===== src/rtl/id_ex_stage_pkg.sv =====
// id_ex_stage_pkg: shared widths and ALU select encodings for the ID/EX slice
package id_ex_stage_pkg;
  localparam int DATA_W = 32;
  localparam int REG_AW = 5;
  localparam int SEL_W  = 4;
  typedef enum logic [SEL_W-1:0] {
    ALU_ADD = 4'b0000,
    ALU_SUB = 4'b0001,
    ALU_MUL = 4'b0010,
    ALU_DIV = 4'b0011,
    ALU_AND = 4'b0100,
    ALU_OR  = 4'b0101,
    ALU_NOR = 4'b0110,
    ALU_NOP = 4'b0111,
    ALU_SLT = 4'b1001,
    ALU_XOR = 4'b1010
  } alu_sel_e;
endpackage


===== src/rtl/id_ex_stage_fwd_unit.sv =====
// id_ex_stage_fwd_unit: picks EX result, WB result or register-file data for one source operand
module id_ex_stage_fwd_unit
  import id_ex_stage_pkg::*;
(
  input  logic [REG_AW-1:0] src,
  input  logic [DATA_W-1:0] rf_data,
  input  logic              ex_en,
  input  logic [REG_AW-1:0] ex_rd,
  input  logic [DATA_W-1:0] ex_data,
  input  logic              wb_en,
  input  logic [REG_AW-1:0] wb_rd,
  input  logic [DATA_W-1:0] wb_data,
  output logic [DATA_W-1:0] fwd
);
  logic nz;
  always_comb begin
    nz  = |src;
    fwd = (nz && ex_en && ex_rd == src) ? ex_data :
          (nz && wb_en && wb_rd == src) ? wb_data : rf_data;
  end
endmodule


===== src/rtl/id_ex_stage.sv =====
// id_ex_stage: ID/EX pipeline register with EX/WB operand forwarding,
// load-use bubble insertion, downstream stall and branch flush
module id_ex_stage #(
  parameter int DATA_W = id_ex_stage_pkg::DATA_W,
  parameter int REG_AW = id_ex_stage_pkg::REG_AW,
  parameter int SEL_W  = id_ex_stage_pkg::SEL_W,
  parameter logic [SEL_W-1:0] NOP_SEL = id_ex_stage_pkg::ALU_NOP
) (
  input  logic              clk,
  input  logic              rst_n,
  input  logic              id_valid,
  output logic              id_ready,
  input  logic [REG_AW-1:0] id_rs_addr,
  input  logic [REG_AW-1:0] id_rt_addr,
  input  logic [REG_AW-1:0] id_rd_addr,
  input  logic [DATA_W-1:0] id_rs_data,
  input  logic [DATA_W-1:0] id_rt_data,
  input  logic [DATA_W-1:0] id_imm,
  input  logic              id_use_imm,
  input  logic [SEL_W-1:0]  id_sel,
  input  logic              id_reg_write,
  input  logic              id_mem_read,
  input  logic              id_mem_write,
  input  logic [DATA_W-1:0] alu_res32bit,
  input  logic              wb_valid,
  input  logic              wb_reg_write,
  input  logic [REG_AW-1:0] wb_rd_addr,
  input  logic [DATA_W-1:0] wb_result,
  input  logic              ex_ready,
  input  logic              flush,
  output logic              ex_valid,
  output logic [DATA_W-1:0] x32bit,
  output logic [DATA_W-1:0] y32bit,
  output logic [SEL_W-1:0]  sel,
  output logic [DATA_W-1:0] ex_store_data,
  output logic [REG_AW-1:0] ex_rd_addr,
  output logic              ex_reg_write,
  output logic              ex_mem_read,
  output logic              ex_mem_write
);
  logic              load_use, cap, bub, ex_fwd_en, wb_fwd_en;
  logic [DATA_W-1:0] fwd_rs, fwd_rt;
  always_comb begin
    load_use  = ex_valid && ex_mem_read && |ex_rd_addr &&
                (ex_rd_addr == id_rs_addr ||
                 (ex_rd_addr == id_rt_addr && (!id_use_imm || id_mem_write)));
    id_ready  = flush || (ex_ready && !load_use);
    cap       = !flush && ex_ready && !load_use && id_valid;
    bub       = flush || (ex_ready && !cap);
    // a load's result is not available from the ALU, so only non-loads forward from EX
    ex_fwd_en = ex_valid && ex_reg_write && !ex_mem_read;
    wb_fwd_en = wb_valid && wb_reg_write;
  end
  id_ex_stage_fwd_unit u_fwd_rs (
    .src(id_rs_addr), .rf_data(id_rs_data),
    .ex_en(ex_fwd_en), .ex_rd(ex_rd_addr), .ex_data(alu_res32bit),
    .wb_en(wb_fwd_en), .wb_rd(wb_rd_addr), .wb_data(wb_result),
    .fwd(fwd_rs)
  );
  id_ex_stage_fwd_unit u_fwd_rt (
    .src(id_rt_addr), .rf_data(id_rt_data),
    .ex_en(ex_fwd_en), .ex_rd(ex_rd_addr), .ex_data(alu_res32bit),
    .wb_en(wb_fwd_en), .wb_rd(wb_rd_addr), .wb_data(wb_result),
    .fwd(fwd_rt)
  );
  always_ff @(posedge clk or negedge rst_n) begin
    if (!rst_n) begin
      ex_valid     <= 1'b0;
      sel          <= NOP_SEL;
      ex_reg_write <= 1'b0;
      ex_mem_read  <= 1'b0;
      ex_mem_write <= 1'b0;
    end else if (cap) begin
      ex_valid     <= 1'b1;
      sel          <= id_sel;
      ex_reg_write <= id_reg_write;
      ex_mem_read  <= id_mem_read;
      ex_mem_write <= id_mem_write;
    end else if (bub) begin
      ex_valid     <= 1'b0;
      sel          <= NOP_SEL;
      ex_reg_write <= 1'b0;
      ex_mem_read  <= 1'b0;
      ex_mem_write <= 1'b0;
    end
  end
  // operands are frozen while held; bubbles leave stale data behind an invalid ex_valid
  always_ff @(posedge clk or negedge rst_n) begin
    if (!rst_n) begin
      x32bit        <= '0;
      y32bit        <= '0;
      ex_store_data <= '0;
      ex_rd_addr    <= '0;
    end else if (cap) begin
      x32bit        <= fwd_rs;
      y32bit        <= id_use_imm ? id_imm : fwd_rt;
      ex_store_data <= fwd_rt;
      ex_rd_addr    <= id_rd_addr;
    end
  end
endmodule


===== config.mk =====
export PLATFORM = sky130hd
export DESIGN_NAME = id_ex_stage
export DESIGN_NICKNAME = d
export VERILOG_FILES = /design/src/rtl/id_ex_stage_pkg.sv /design/src/rtl/id_ex_stage_fwd_unit.sv /design/src/rtl/id_ex_stage.sv
export SDC_FILE = /design/constraint.sdc
export NUM_CORES = 1
export LEC_CHECK = 0
export BUFFER_PORTS_ARGS = -buffer_cell sky130_fd_sc_hd__buf_4
export CAP_MARGIN = 20
export CORE_ASPECT_RATIO = 1.25
export CORE_MARGIN = 2
export CORE_UTILIZATION = 31
export DETAILED_ROUTE_END_ITERATION = 16
export SLEW_MARGIN = 15
export SYNTH_ARGS = -nofsm -noshare
export SYNTH_HDL_FRONTEND = slang
export SYNTH_HIERARCHICAL = 1
export SYNTH_SLANG_ARGS = --single-unit

===== constraint.sdc =====
create_clock -name clk -period 3.4 [get_ports clk]
set_input_delay 0.68 -clock clk [delete_from_list [all_inputs] [get_ports clk]]
set_output_delay 0.68 -clock clk [all_outputs]
set_load 0.01 [all_outputs]

==> results.cfg <==
[logic_synthesis]
yosys_most_used_dff = dfrtp_1
synth.largest_area_cell = dfrtp_1
synth_warnings = 6
asyncSetResetFlopFracSynth_pct = 100
seq_area_frac_synth_pct = 41.7
synthDistinctLibCells = 33
syn_area_per_cell_um2 = 10.3
synth.net_count = 831
synth_cells = 636
synthTopCellsByArea = dfrtp_1 40%, mux2_2 23%, a31oi_1 6.1%
synth.ff_latch_count = 109
synth-edff-count = 0
netlist.area_leader.share_pct = 40.5
netlist_area_before_placement_mm2 = 0.00655

[floorplanning]
die_height_um = 167
num_rows = 59
initial_core_util_pct = 31.5
die_x_um = 134
placeableCoreArea_mm2 = 0.0208
die_area_mm2 = 0.0223
floorplan.io_pins = 305

[route]
detail_route.iter0.violations = 531
total_routed_length_um = 26400
drt_pass1_iterations = 5
antenna_violating_nets_post_route = 0
via_per_inst = 5.46
wl_per_cell_um = 22.0
vias_post_dr = 6533
drc_errors = 0

[timing]
finalWorstPathRequiredPeriod_ns = 2.64
timing_hold_violations_final = 0
worst_clock_skew_ns = 0.00996
highest_clock_frequency_the_design_can_meet_ghz = 0.378
fin_crit_sh_pct = 77.7
hold_slack_ns = 0.288
setup_viol = 0
timing.slew.headroom_pct = 43.1
finalSetupTns_ns = 0
final_max_slew_viol_count = 0
tightest_slew_ns = 0.854
rsz0062_at_grt = no
finalWorstSetupSlack_ns = 0.757

[cells_and_area]
final_cells = 1197
layout-drive-gt1-share_pct = 53.5
layout-area-overhead-vs-synth_pct = 44.1
layout.cells.most_common = buf_4
layout.cells.most_common_list = 327 x buf_4, 131 x mux2_2, 106 x dfrtp_1, 67 x nor3_1, 65 x nand3_1
nNetsFinal = 1112

[clock_network]
cts_resized = 0
cts.reportedPaths.clkPinSlew_ns = 0.08
cts.repair_timing.setup_buffer_count = 0
root_buffer = clkbuf_16
cts_hold_repair.buffers = 0
worst_skew_pair.late_latency_ns = 0.36
cts-root-to-sink-buffers = 2
cts_tree = yes
clock_sinks = 109
cts_made_buffers = 9
h-tree-depth = 3

[power_and_ir_drop]
power.share.sequential_pct = 40.1
pnr_total_power_mw = 4.25
net-switching-power_mw = 1.34
power_density_mw_per_mm2 = 450
vdd.ir_drop.worst_mv = 0.227
internal_power_mw = 2.92
power.share.clock_pct = 27.5
p_sw_share_pct = 31.5
power_leakage_nw = 3.96
combPwrFrac_pct = 32.4

[critical_path]
path_delay_family = compound AO/OA/AOI/OAI gates
worst-endpoint-arrival_ns = 2.88
cp.buffers_inverters = 1
crit_type = flip-flop to flip-flop
critical_path.startpoint = ex_rd_addr[0]
worstPathCellList = or3_1 -> o311a_1 -> a211oi_4 -> buf_12 -> mux2_2
cp_slowest_stage_delay_ns = 0.59
critical_path.endpoint_type = flip-flop
path_max_fanout = 39
worst_setup_path_start_kind = flip-flop
slowest_stage = a211oi_4
rr_startpoint = ex_rd_addr[0]
worst_ep_required_time_ns = 3.64

[place]
numPortBuffers = 304
post-place-cells = 1180
placed_wire_length_estimate_after_detailed_placement_um = 19100
worst_setup_timing_slack_at_the_placement_stage_ns = 0.579
finalWeightedCongestion = 0.815

[min_path]
min-delay-path-class = input port to asynchronous set/reset pin

[global_route]
first_global_vias = 6493
number_of_antenna_violations_at_the_first_check_in_global_routing = 1
grt_remaining_overflow = 0
grt_start_max_net_pins = 48
track_usage_pct = 23.1
wire_length_of_the_first_global_routing_pass_um = 39600

[job]
max-cap-violations = 0

[outcome]
run_status = complete, no violations
==> cells by family after synthesis <==
family | share of synthesized area, %
compound gates | 13.6
xor+xnor | 4.01
mux | 23.0
buf+inv | 5.86
flops | 41.7
simple gates | 11.9
==> state kept, by name, summed over array words and instances, names as in the netlist <==
name / cells
ex_store_data: 32
x32bit: 32
y32bit: 32
ex_rd_addr: 5
sel: 4
ex_mem_read: 1
ex_mem_write: 1
ex_reg_write: 1
ex_valid: 1
==> metrics by stage <==
stage	util [%]	area, um2
floorplan	-	6550
global placement	43.8	9130
detailed placement	43.8	9130
CTS	45.4	9440
global route	45.4	9440
finish	45.4	9450
==> synthesized netlist by cell type, types with 4 or more instances <==
master    count
dfrtp_1     106
o211ai_2      4
buf_4         9
clkbuf_1     30
nor3_1       67
a31oi_1      64
nand4_1       5
a22o_1        4
xnor2_1      30
nand3_1      65
o21ai_0      55
clkbuf_2      6
inv_1         4
o21ai_1      10
buf_6         7
nand2_1       4
mux2_2      131
buf_2         8
==> worst paths after layout <==
check / to / slack, ns / cells past startpoint
max: ex_store_data[16] / 0.76 / 5
min: y32bit[14] / 0.29 / 1
max reg2reg: ex_store_data[16] / 0.76 / 5
min reg2reg: y32bit[14] / 0.51 / 1
max in group asynchronous: ex_store_data[19] / 2.27 / 2
min in group clk: y32bit[14] / 0.51 / 1
==> metal layers <==
metal | wire (um) | global-route usage (%) | vias up | part of all wire [%]
li1 | - | - | 2948 | -
met1 | 10700 | 29.7 | 3191 | 41
met2 | 12900 | 38.3 | 344 | 49
met3 | 2130 | 5.24 | 50 | 8.1
met4 | 676 | 7.92 | 0 | 2.6
met5 | 0 | 0 | - | 0
==> cell type report <==
cell class / instances / area, um2
Clock inverter: 6 / 77.6
Fill cell: 2061 / 11400
Antenna cell: 1 / 2.50
Clock buffer: 10 / 239
Timing Repair Buffer: 332 / 2550
Tap cell: 274 / 343
Inverter: 4 / 15.0
Sequential cell: 109 / 2730
Multi-Input combinational cell: 461 / 3480
==> worst register-to-register path, cell delays in order, from the launching register on <==
cell	delay, ns
dfrtp_1	0.49
or3_1	0.40
o311a_1	0.34
a211oi_4	0.59
buf_12	0.32
mux2_2	0.39
==> power by group through the flow <==
stage | combinational (mW) | sequential [mW] | clock [mW]
after global routing | 1.46 | 1.74 | 1.26
final | 1.38 | 1.71 | 1.17
after CTS | 1.39 | 1.71 | 1.21
after global placement | 1.38 | 1.73 | 0
after floorplan | 0.479 | 1.82 | 0
after detailed placement | 1.38 | 1.73 | 0
Note: power is estimated with default switching activity, not from simulation.
